### src/rtl/sram_port_arbiter_if.sv
// Requester and SRAM-side signal bundle for sram_port_arbiter.
// A requester drives req/we/addr/wdata and holds them stable until gnt; a transfer is req & gnt on a clk_valid edge.
interface sram_port_arbiter_if #(
    parameter int ADDR_W = 8,
    parameter int DATA_W = 8
);
    logic              c_req;
    logic              c_we;
    logic [ADDR_W-1:0] c_addr;
    logic [DATA_W-1:0] c_wdata;
    logic              c_gnt;
    logic              c_rvalid;
    logic [DATA_W-1:0] c_rdata;

    logic              d_req;
    logic              d_we;
    logic [ADDR_W-1:0] d_addr;
    logic [DATA_W-1:0] d_wdata;
    logic              d_lock;
    logic              d_gnt;
    logic              d_rvalid;
    logic [DATA_W-1:0] d_rdata;

    logic              sram_write_en;
    logic [ADDR_W-1:0] sram_addr;
    logic [DATA_W-1:0] sram_write_data;
    logic [DATA_W-1:0] sram_read_data;

    modport slave (
        input  c_req, c_we, c_addr, c_wdata,
        output c_gnt, c_rvalid, c_rdata,
        input  d_req, d_we, d_addr, d_wdata, d_lock,
        output d_gnt, d_rvalid, d_rdata,
        output sram_write_en, sram_addr, sram_write_data,
        input  sram_read_data
    );

    modport master (
        output c_req, c_we, c_addr, c_wdata,
        input  c_gnt, c_rvalid, c_rdata,
        output d_req, d_we, d_addr, d_wdata, d_lock,
        input  d_gnt, d_rvalid, d_rdata,
        input  sram_write_en, sram_addr, sram_write_data,
        output sram_read_data
    );
endinterface

### src/rtl/sram_port_arbiter.sv
// Core/debug arbiter for a single-port SRAM with debug lock and starvation protection.
// Define SRAM_ARB_RR_EN for round-robin IDLE arbitration instead of core priority.
module sram_port_arbiter #(
    parameter int ADDR_W   = 8,
    parameter int DATA_W   = 8,
    parameter int MAX_WAIT = 4
) (
    input  logic clk,
    input  logic arst_n,
    input  logic clk_valid,
    sram_port_arbiter_if.slave bus,
    output logic locked
);
    typedef enum logic {IDLE, LOCKED_ST} state_t;

    state_t state_q, state_d;
    logic   c_gnt, d_gnt;
    logic   c_tag_q, d_tag_q;

`ifdef SRAM_ARB_RR_EN
    logic last_d_q;
`else
    localparam logic [3:0] MAX_W = 4'(MAX_WAIT);
    logic [3:0] wait_q, wait_d;
`endif

    always_comb begin
        state_d = state_q;
        c_gnt   = 1'b0;
        d_gnt   = 1'b0;
        case (state_q)
            IDLE: begin
`ifdef SRAM_ARB_RR_EN
                // On a tie the port that did not win last time goes first.
                if (bus.c_req && bus.d_req) begin
                    c_gnt = last_d_q;
                    d_gnt = !last_d_q;
                end else begin
                    c_gnt = bus.c_req;
                    d_gnt = bus.d_req;
                end
`else
                c_gnt = bus.c_req && (wait_q < MAX_W);
                d_gnt = !c_gnt && bus.d_req;
`endif
                if (clk_valid && d_gnt && bus.d_lock) state_d = LOCKED_ST;
            end
            LOCKED_ST: begin
                // The release cycle may still carry a final debug transfer.
                d_gnt = bus.d_req;
                if (clk_valid && !bus.d_lock) state_d = IDLE;
            end
            default: state_d = IDLE;
        endcase
    end

`ifndef SRAM_ARB_RR_EN
    always_comb begin
        wait_d = wait_q;
        if (!bus.d_req || d_gnt) wait_d = 4'd0;
        else if (wait_q < MAX_W) wait_d = wait_q + 4'd1;
    end
`endif

    always_ff @(posedge clk or negedge arst_n) begin
        if (!arst_n) begin
            state_q  <= IDLE;
            c_tag_q  <= 1'b0;
            d_tag_q  <= 1'b0;
`ifdef SRAM_ARB_RR_EN
            last_d_q <= 1'b0;
`else
            wait_q   <= 4'd0;
`endif
        end else if (clk_valid) begin
            state_q  <= state_d;
            c_tag_q  <= c_gnt && !bus.c_we;
            d_tag_q  <= d_gnt && !bus.d_we;
`ifdef SRAM_ARB_RR_EN
            if (c_gnt) last_d_q <= 1'b0;
            else if (d_gnt) last_d_q <= 1'b1;
`else
            wait_q   <= wait_d;
`endif
        end
    end

    assign bus.c_gnt = c_gnt;
    assign bus.d_gnt = d_gnt;
    assign locked    = (state_q == LOCKED_ST);

    assign bus.sram_write_en   = (c_gnt && bus.c_we) || (d_gnt && bus.d_we);
    assign bus.sram_addr       = c_gnt ? bus.c_addr  : (d_gnt ? bus.d_addr  : '0);
    assign bus.sram_write_data = c_gnt ? bus.c_wdata : (d_gnt ? bus.d_wdata : '0);

    assign bus.c_rvalid = c_tag_q;
    assign bus.d_rvalid = d_tag_q;
    assign bus.c_rdata  = c_tag_q ? bus.sram_read_data : '0;
    assign bus.d_rdata  = d_tag_q ? bus.sram_read_data : '0;
endmodule

### src/flat_wrapper.sv
// flat-port wrapper written by rule: the top's interface ports become plain ports
module sram_port_arbiter_flat 
#(
    parameter int ADDR_W   = 8,
    parameter int DATA_W   = 8,
    parameter int MAX_WAIT = 4
)
  (clk, arst_n, clk_valid, locked, bus_c_req, bus_c_we, bus_c_addr, bus_c_wdata, bus_c_gnt, bus_c_rvalid, bus_c_rdata, bus_d_req, bus_d_we, bus_d_addr, bus_d_wdata, bus_d_lock, bus_d_gnt, bus_d_rvalid, bus_d_rdata, bus_sram_write_en, bus_sram_addr, bus_sram_write_data, bus_sram_read_data);
  sram_port_arbiter_if #(.ADDR_W(ADDR_W), .DATA_W(DATA_W)) bus_i ();
  input  logic clk;
  input  logic arst_n;
  input  logic clk_valid;
  output logic locked;
  input wire logic [$bits(bus_i.c_req)-1:0] bus_c_req;
  input wire logic [$bits(bus_i.c_we)-1:0] bus_c_we;
  input wire logic [$bits(bus_i.c_addr)-1:0] bus_c_addr;
  input wire logic [$bits(bus_i.c_wdata)-1:0] bus_c_wdata;
  output wire logic [$bits(bus_i.c_gnt)-1:0] bus_c_gnt;
  output wire logic [$bits(bus_i.c_rvalid)-1:0] bus_c_rvalid;
  output wire logic [$bits(bus_i.c_rdata)-1:0] bus_c_rdata;
  input wire logic [$bits(bus_i.d_req)-1:0] bus_d_req;
  input wire logic [$bits(bus_i.d_we)-1:0] bus_d_we;
  input wire logic [$bits(bus_i.d_addr)-1:0] bus_d_addr;
  input wire logic [$bits(bus_i.d_wdata)-1:0] bus_d_wdata;
  input wire logic [$bits(bus_i.d_lock)-1:0] bus_d_lock;
  output wire logic [$bits(bus_i.d_gnt)-1:0] bus_d_gnt;
  output wire logic [$bits(bus_i.d_rvalid)-1:0] bus_d_rvalid;
  output wire logic [$bits(bus_i.d_rdata)-1:0] bus_d_rdata;
  output wire logic [$bits(bus_i.sram_write_en)-1:0] bus_sram_write_en;
  output wire logic [$bits(bus_i.sram_addr)-1:0] bus_sram_addr;
  output wire logic [$bits(bus_i.sram_write_data)-1:0] bus_sram_write_data;
  input wire logic [$bits(bus_i.sram_read_data)-1:0] bus_sram_read_data;
  assign bus_i.c_req = bus_c_req;
  assign bus_i.c_we = bus_c_we;
  assign bus_i.c_addr = bus_c_addr;
  assign bus_i.c_wdata = bus_c_wdata;
  assign bus_c_gnt = bus_i.c_gnt;
  assign bus_c_rvalid = bus_i.c_rvalid;
  assign bus_c_rdata = bus_i.c_rdata;
  assign bus_i.d_req = bus_d_req;
  assign bus_i.d_we = bus_d_we;
  assign bus_i.d_addr = bus_d_addr;
  assign bus_i.d_wdata = bus_d_wdata;
  assign bus_i.d_lock = bus_d_lock;
  assign bus_d_gnt = bus_i.d_gnt;
  assign bus_d_rvalid = bus_i.d_rvalid;
  assign bus_d_rdata = bus_i.d_rdata;
  assign bus_sram_write_en = bus_i.sram_write_en;
  assign bus_sram_addr = bus_i.sram_addr;
  assign bus_sram_write_data = bus_i.sram_write_data;
  assign bus_i.sram_read_data = bus_sram_read_data;
  sram_port_arbiter #(.ADDR_W(ADDR_W), .DATA_W(DATA_W), .MAX_WAIT(MAX_WAIT)) u_core (.clk(clk), .arst_n(arst_n), .clk_valid(clk_valid), .bus(bus_i), .locked(locked));
endmodule
### config.mk
export PLATFORM = sky130hd
export DESIGN_NAME = sram_port_arbiter_flat
export DESIGN_NICKNAME = d
export VERILOG_FILES = /design/src/rtl/sram_port_arbiter_if.sv /design/src/rtl/sram_port_arbiter.sv /design/src/flat_wrapper.sv
export SDC_FILE = /design/constraint.sdc
export NUM_CORES = 1
export LEC_CHECK = 0
export BUFFER_PORTS_ARGS = -buffer_cell sky130_fd_sc_hd__buf_2
export CORE_MARGIN = 10
export CORE_UTILIZATION = 36
export CTS_CLUSTER_DIAMETER = 150
export DETAILED_ROUTE_END_ITERATION = 6
export MAX_ROUTING_LAYER = met4
export PLACE_DENSITY_LB_ADDON = 0.1
export SLEW_MARGIN = 10
export SYNTH_ARGS = -nofsm -noshare
export SYNTH_HDL_FRONTEND = slang
export SYNTH_SLANG_ARGS = --single-unit
### constraint.sdc
create_clock -name clk -period 4.2 [get_ports clk]
set_clock_uncertainty 0.1 [all_clocks]
set_input_delay 0.63 -clock clk [delete_from_list [all_inputs] [get_ports clk]]
set_output_delay 0.63 -clock clk [all_outputs]
set_load 0.05 [all_outputs]
## Word level (Yosys, flattened, before mapping)

Index checks and enable logic that the tools add are counted.
W data, S select, Z words.

| storage, ports and cells | value |
|---|---|
| bits in registers | 7 |
| bits of input ports | 48 |
| logic and storage cells | 38 |

| operators by class | value |
|---|---|
| add/subtract/negate cells | 1 |
| $lt $le $gt $ge | 1 |
| multiplexer cells | 13 |
| bitwise gates (word level) | 1 |
| reductions and logical operators | 18 |

Operator list:

| kind | number |
|---|---|
| $mux W8 | 6 |
| $logic_and A1 B1 Y1 | 9 |
| $mux W4 | 2 |
| $logic_not A1 Y1 | 5 |
| $add A4 B1 Y4 const B | 1 |
| $lt A4 B3 Y1 const B | 1 |
| $pmux W1 S2 | 2 |
| $mux W1 | 3 |
| $logic_or A1 B1 Y1 | 2 |
| $reduce_and A2 Y1 | 1 |
| $reduce_bool A2 Y1 | 1 |
| $not A1 Y1 | 1 |

## Depth between registers and ports, before layout

| logic depth | value |
|---|---|
| depth after elaboration | 8 |
| gate-level depth with buffers | 4 |

## Worst setup path before layout

No wires, ideal clock.

| timing path | value |
|---|---|
| path kind | register to output |
| start point | reg u_core.state_q (netlist: u_core.locked) |
| end point | out bus_sram_addr[0] |
| arrival time | 2,218 ps |
| setup slack | 1,252 ps |
| cell stages (with the launch flop) | 5 |
| path buffers | 2 |
| cell sequence | dfrtp_1 > or4b_1 > buf_2 > buf_8 > mux2i_1 |

| on the way | value |
|---|---|
| longest elaborated chain between the ends | 4 |

RTL lines:

| item | RTL line | RTL |
|---|---|---|
| from (decl) | sram_port_arbiter.sv:16 | `state_t state_q, state_d;` |
| from (signal assigned) | sram_port_arbiter.sv:76 | `state_q <= state_d;` |
| $not A1 Y1 | n/a |  |
| $pmux W1 S2 | sram_port_arbiter.sv:31 | `case (state_q)` |
| $mux W8 | sram_port_arbiter.sv:93 | `assign bus.sram_addr = c_gnt ? bus.c_addr : (d_gnt ? bus.d_addr : '0);` |
| $mux W8 (*) | sram_port_arbiter.sv:93 |  |
| to (decl) | flat_wrapper.sv:30 | `output wire logic [$bits(bus_i.sram_addr)-1:0] bus_sram_addr;` |

Every way passes the cells marked *; elsewhere a longest branch is shown, timed or not.

## Worst setup path after layout

| timing path | value |
|---|---|
| start point | reg u_core.state_q (netlist: u_core.locked) |
| end point | out bus_sram_write_data[4] |

| on the way | value |
|---|---|
| longest elaborated chain between the ends | 4 |

RTL lines:

| item | RTL line | RTL |
|---|---|---|
| $not A1 Y1 | n/a |  |
| $pmux W1 S2 | sram_port_arbiter.sv:31 |  |
| $mux W8 | sram_port_arbiter.sv:94 | `assign bus.sram_write_data = c_gnt ? bus.c_wdata : (d_gnt ? bus.d_wdata : '0);` |
| $mux W8 (*) | sram_port_arbiter.sv:94 |  |
| to (decl) | flat_wrapper.sv:31 | `output wire logic [$bits(bus_i.sram_write_data)-1:0] bus_sram_write_data;` |

Marks and branches as above.

==> results.py <==
metrics = {
    "clock_tree": {
        "ctsRootBufferMaster": "sky130_fd_sc_hd__clkbuf_4",
        "cts_max_level": 1,
        "tritoncts.num_buffers": 3,
        "cts.reportedPaths.clkPinSlew_ns": 0.05,
        "clock_path_buffers": 2,
        "clk_latency_ns": 0.25,
        "clkSinkCount": 7,
        "clock_tree_from_tritoncts": "built",
        "postCtsSetupRepairBufs": 0,
        "cts_resizes": 0,
        "postCtsHoldBufs": 0,
    },
    "hold_path": {
        "hold_path.class": "in2async",
    },
    "synth": {
        "yosys.area.top_type": "sky130_fd_sc_hd__dfrtp_1",
        "postSynthRegisterBits": 7,
        "synthesis.yosys.warnings": 0,
        "synthCells": 102,
        "synth.cell_area_um2": 749.5,
        "yosysSeqAreaShare": 0.2337,
        "synth_top_area_share": 0.2337,
        "synth.lib_cells_used.distinct": 20,
        "synth_area_leaders": "sky130_fd_sc_hd__dfrtp_1 23%, sky130_fd_sc_hd__mux2i_1 23%, sky130_fd_sc_hd__and2_1 14%",
        "syn_avg_cell_area_um2": 7.348,
        "mappedNetlistNets": 151,
    },
    "sta": {
        "rsz0062_at_grt": "no",
        "hold_violations": 0,
        "worst_slew_margin_rel": 0.3050,
        "report.final.setup_viol": 0,
        "report.final.slew_viol_count": 0,
        "worst_slew_pin_slew_ns": 1.042,
        "timing.final.crit_share": 0.7127,
        "max_clock_freq_mhz": 334.1,
        "tns_ns": 0,
        "layout_min_cycle_time_ns": 2.993,
    },
    "detailed_routing": {
        "average_wire_length_per_cell_after_detail_routing_um": 13.10,
        "drt_wl_total_um": 2777,
        "routed-via-count": 928,
        "post_drt_antenna_nets": 0,
        "via_per_inst": 4.377,
        "drc": 0,
        "drtPass1Iterations": 4,
        "detailedRoute.firstIterationViolations": 42,
    },
    "global_routing": {
        "antenna_violations_before_repair": 0,
        "gr-usage-all-layers": 0.1285,
        "grt.overflow.total": 0,
        "first_pass_grt_wire_length_um": 4491,
        "first_global_vias": 944,
        "grt_start_max_net_pins": 24,
    },
    "worst_setup_path": {
        "timing.critical_path.from_type": "register",
        "crit_path_max_fanout": 22,
        "critPathRequiredTime_ns": 3.47,
        "timing.setup.critical_path_class": "reg2out",
        "end_kind": "output port",
        "crit_arrival_ns": 2.26,
    },
    "die": {
        "placementRows": 16,
        "pin_count": 86,
        "fp.dieW_um": 65.63,
        "fp.dieArea_um2": 4307,
        "initial_core_util": 0.3820,
        "floorplan.core_area_um2": 1962,
        "die_height_um": 65.63,
    },
    "layout": {
        "syn_to_final_growth_pct": 59.10,
        "layout.cells.most_common_list": "85 x sky130_fd_sc_hd__buf_2, 21 x sky130_fd_sc_hd__inv_1, 18 x sky130_fd_sc_hd__nand2_1",
        "postLayoutCellArea_um2": 1192,
        "diodes": 0,
        "post_route_cells_drive_above_1_share": 0.4865,
        "postLayoutCoreUtil": 0.6078,
        "design.final.nets": 235,
        "filler_cell_count": 194,
        "most_common_cell_after_layout_fill_and_taps_aside": "sky130_fd_sc_hd__buf_2",
    },
    "flow_run": {
        "max_cap_violations": 0,
    },
    "power": {
        "power.share.sequential": 0.227,
        "static-leakage-power_nw": 0.8166,
        "p_clk_frac": 0.186,
        "power.combinational.fraction": 0.587,
        "finalPower_mw": 0.3332,
        "p_switching_mw": 0.1701,
        "pwr_density_cell_nw_per_um2": 279.4,
        "max-vdd-ir-drop_mv": 0.1629,
        "sw_frac_of_total": 0.5106,
        "internal_power_mw": 0.1631,
    },
    "placed_design": {
        "dp.final_hpwl_um": 2379,
        "numPortBuffers": 85,
        "finalWeightedCongestion": 0.7630,
        "placed_area_um2": 1166,
    },
    "run_status": {
        "run_status": "complete, no violations",
    },
}
-- through the flow --
step | setup slack (ns) | hold slack, ns | cells
finish | 1.207 | 0.09752 | 212
global route | 1.075 | 0.1012 | 212
CTS | 1.175 | 0.09341 | 212
detailed placement | 1.221 | 0.3712 | 208
global placement | 1.242 | 0.3691 | 208
floorplan | 1.252 | 0.2344 | 102
-- power groups by stage --
stage	logic (mW)	clock network [mW]	registers, mW
floorplan	0.137	0	0.0837
global placement	0.195	0	0.0766
detailed placement	0.198	0	0.0768
CTS	0.198	0.0647	0.0756
global route	0.209	0.0670	0.0765
finish	0.196	0.0621	0.0756
-- worst paths after layout --
kind                                  start  slack [ns]  cells after the start                      to
min in group clk           u_core.wait_q[3]        0.39                      1        u_core.wait_q[3]
min                                  arst_n         0.1                      1        u_core.wait_q[1]
max                           u_core.locked        1.21                      3  bus_sram_write_data[4]
max in group asynchronous            arst_n        3.75                      1           u_core.locked
min reg2reg                u_core.wait_q[3]        0.39                      1        u_core.wait_q[3]
max reg2reg                   u_core.locked        2.25                      3     u_core.bus.d_rvalid
-- worst max-delay path, cell delays in order, from the launching register on --
cell                      delay, ns
sky130_fd_sc_hd__dfrtp_1       0.39
sky130_fd_sc_hd__or4b_1        1.00
sky130_fd_sc_hd__mux2i_1       0.31
sky130_fd_sc_hd__buf_2         0.30
-- flip-flops by register name (all words and copies together) (netlist names) --
register,cells
u_core.bus.c_rvalid,1
u_core.bus.d_rvalid,1
u_core.locked,1
u_core.wait_q,4
-- cell families (layout without fill, tap and decap cells) --
family	count (synthesis)	count (layout)	share of synthesized area
simple gates	43	43	0.3005
buf+inv	28	111	0.1669
mux	17	17	0.2270
flops	7	7	0.2337
compound gates	6	6	0.05509
fa+ha+maj	1	1	0.01669
-- synth_stat cells (all sizes together) --
| library cell | count |
|---|---|
| clkbuf | 3 |
| mux2i | 17 |
| nand3b | 1 |
| buf | 3 |
| nand2 | 18 |
| dfrtp | 7 |
| nor3 | 1 |
| o22ai | 3 |
| o32ai | 1 |
| inv | 22 |
| a31o | 1 |
| nor2b | 3 |
| a21oi | 1 |
| and2 | 17 |
| nand3 | 2 |
| ha | 1 |
| or4b | 1 |
-- layer usage --
metal	global-route usage	wire (um)	vias up
li1	-	-	482
met1	0.1431	1143	391
met2	0.2089	1303	52
met3	0.04068	306	3
met4	0.04813	24	0
met5	-	0	-
-- layout make-up --
| class | instances | area, um^2 | area share |
|---|---|---|---|
| clock buffer | 4 | 26.28 | 0.02204 |
| sequential | 7 | 175.2 | 0.1469 |
| timing repair buffer | 85 | 425.4 | 0.3568 |
| multi-input combinational | 67 | 449.2 | 0.3767 |
| inverter | 22 | 82.58 | 0.06926 |
| tap | 27 | 33.78 | 0.02833 |
No activity file was read; power rests on OpenSTA's default activity.
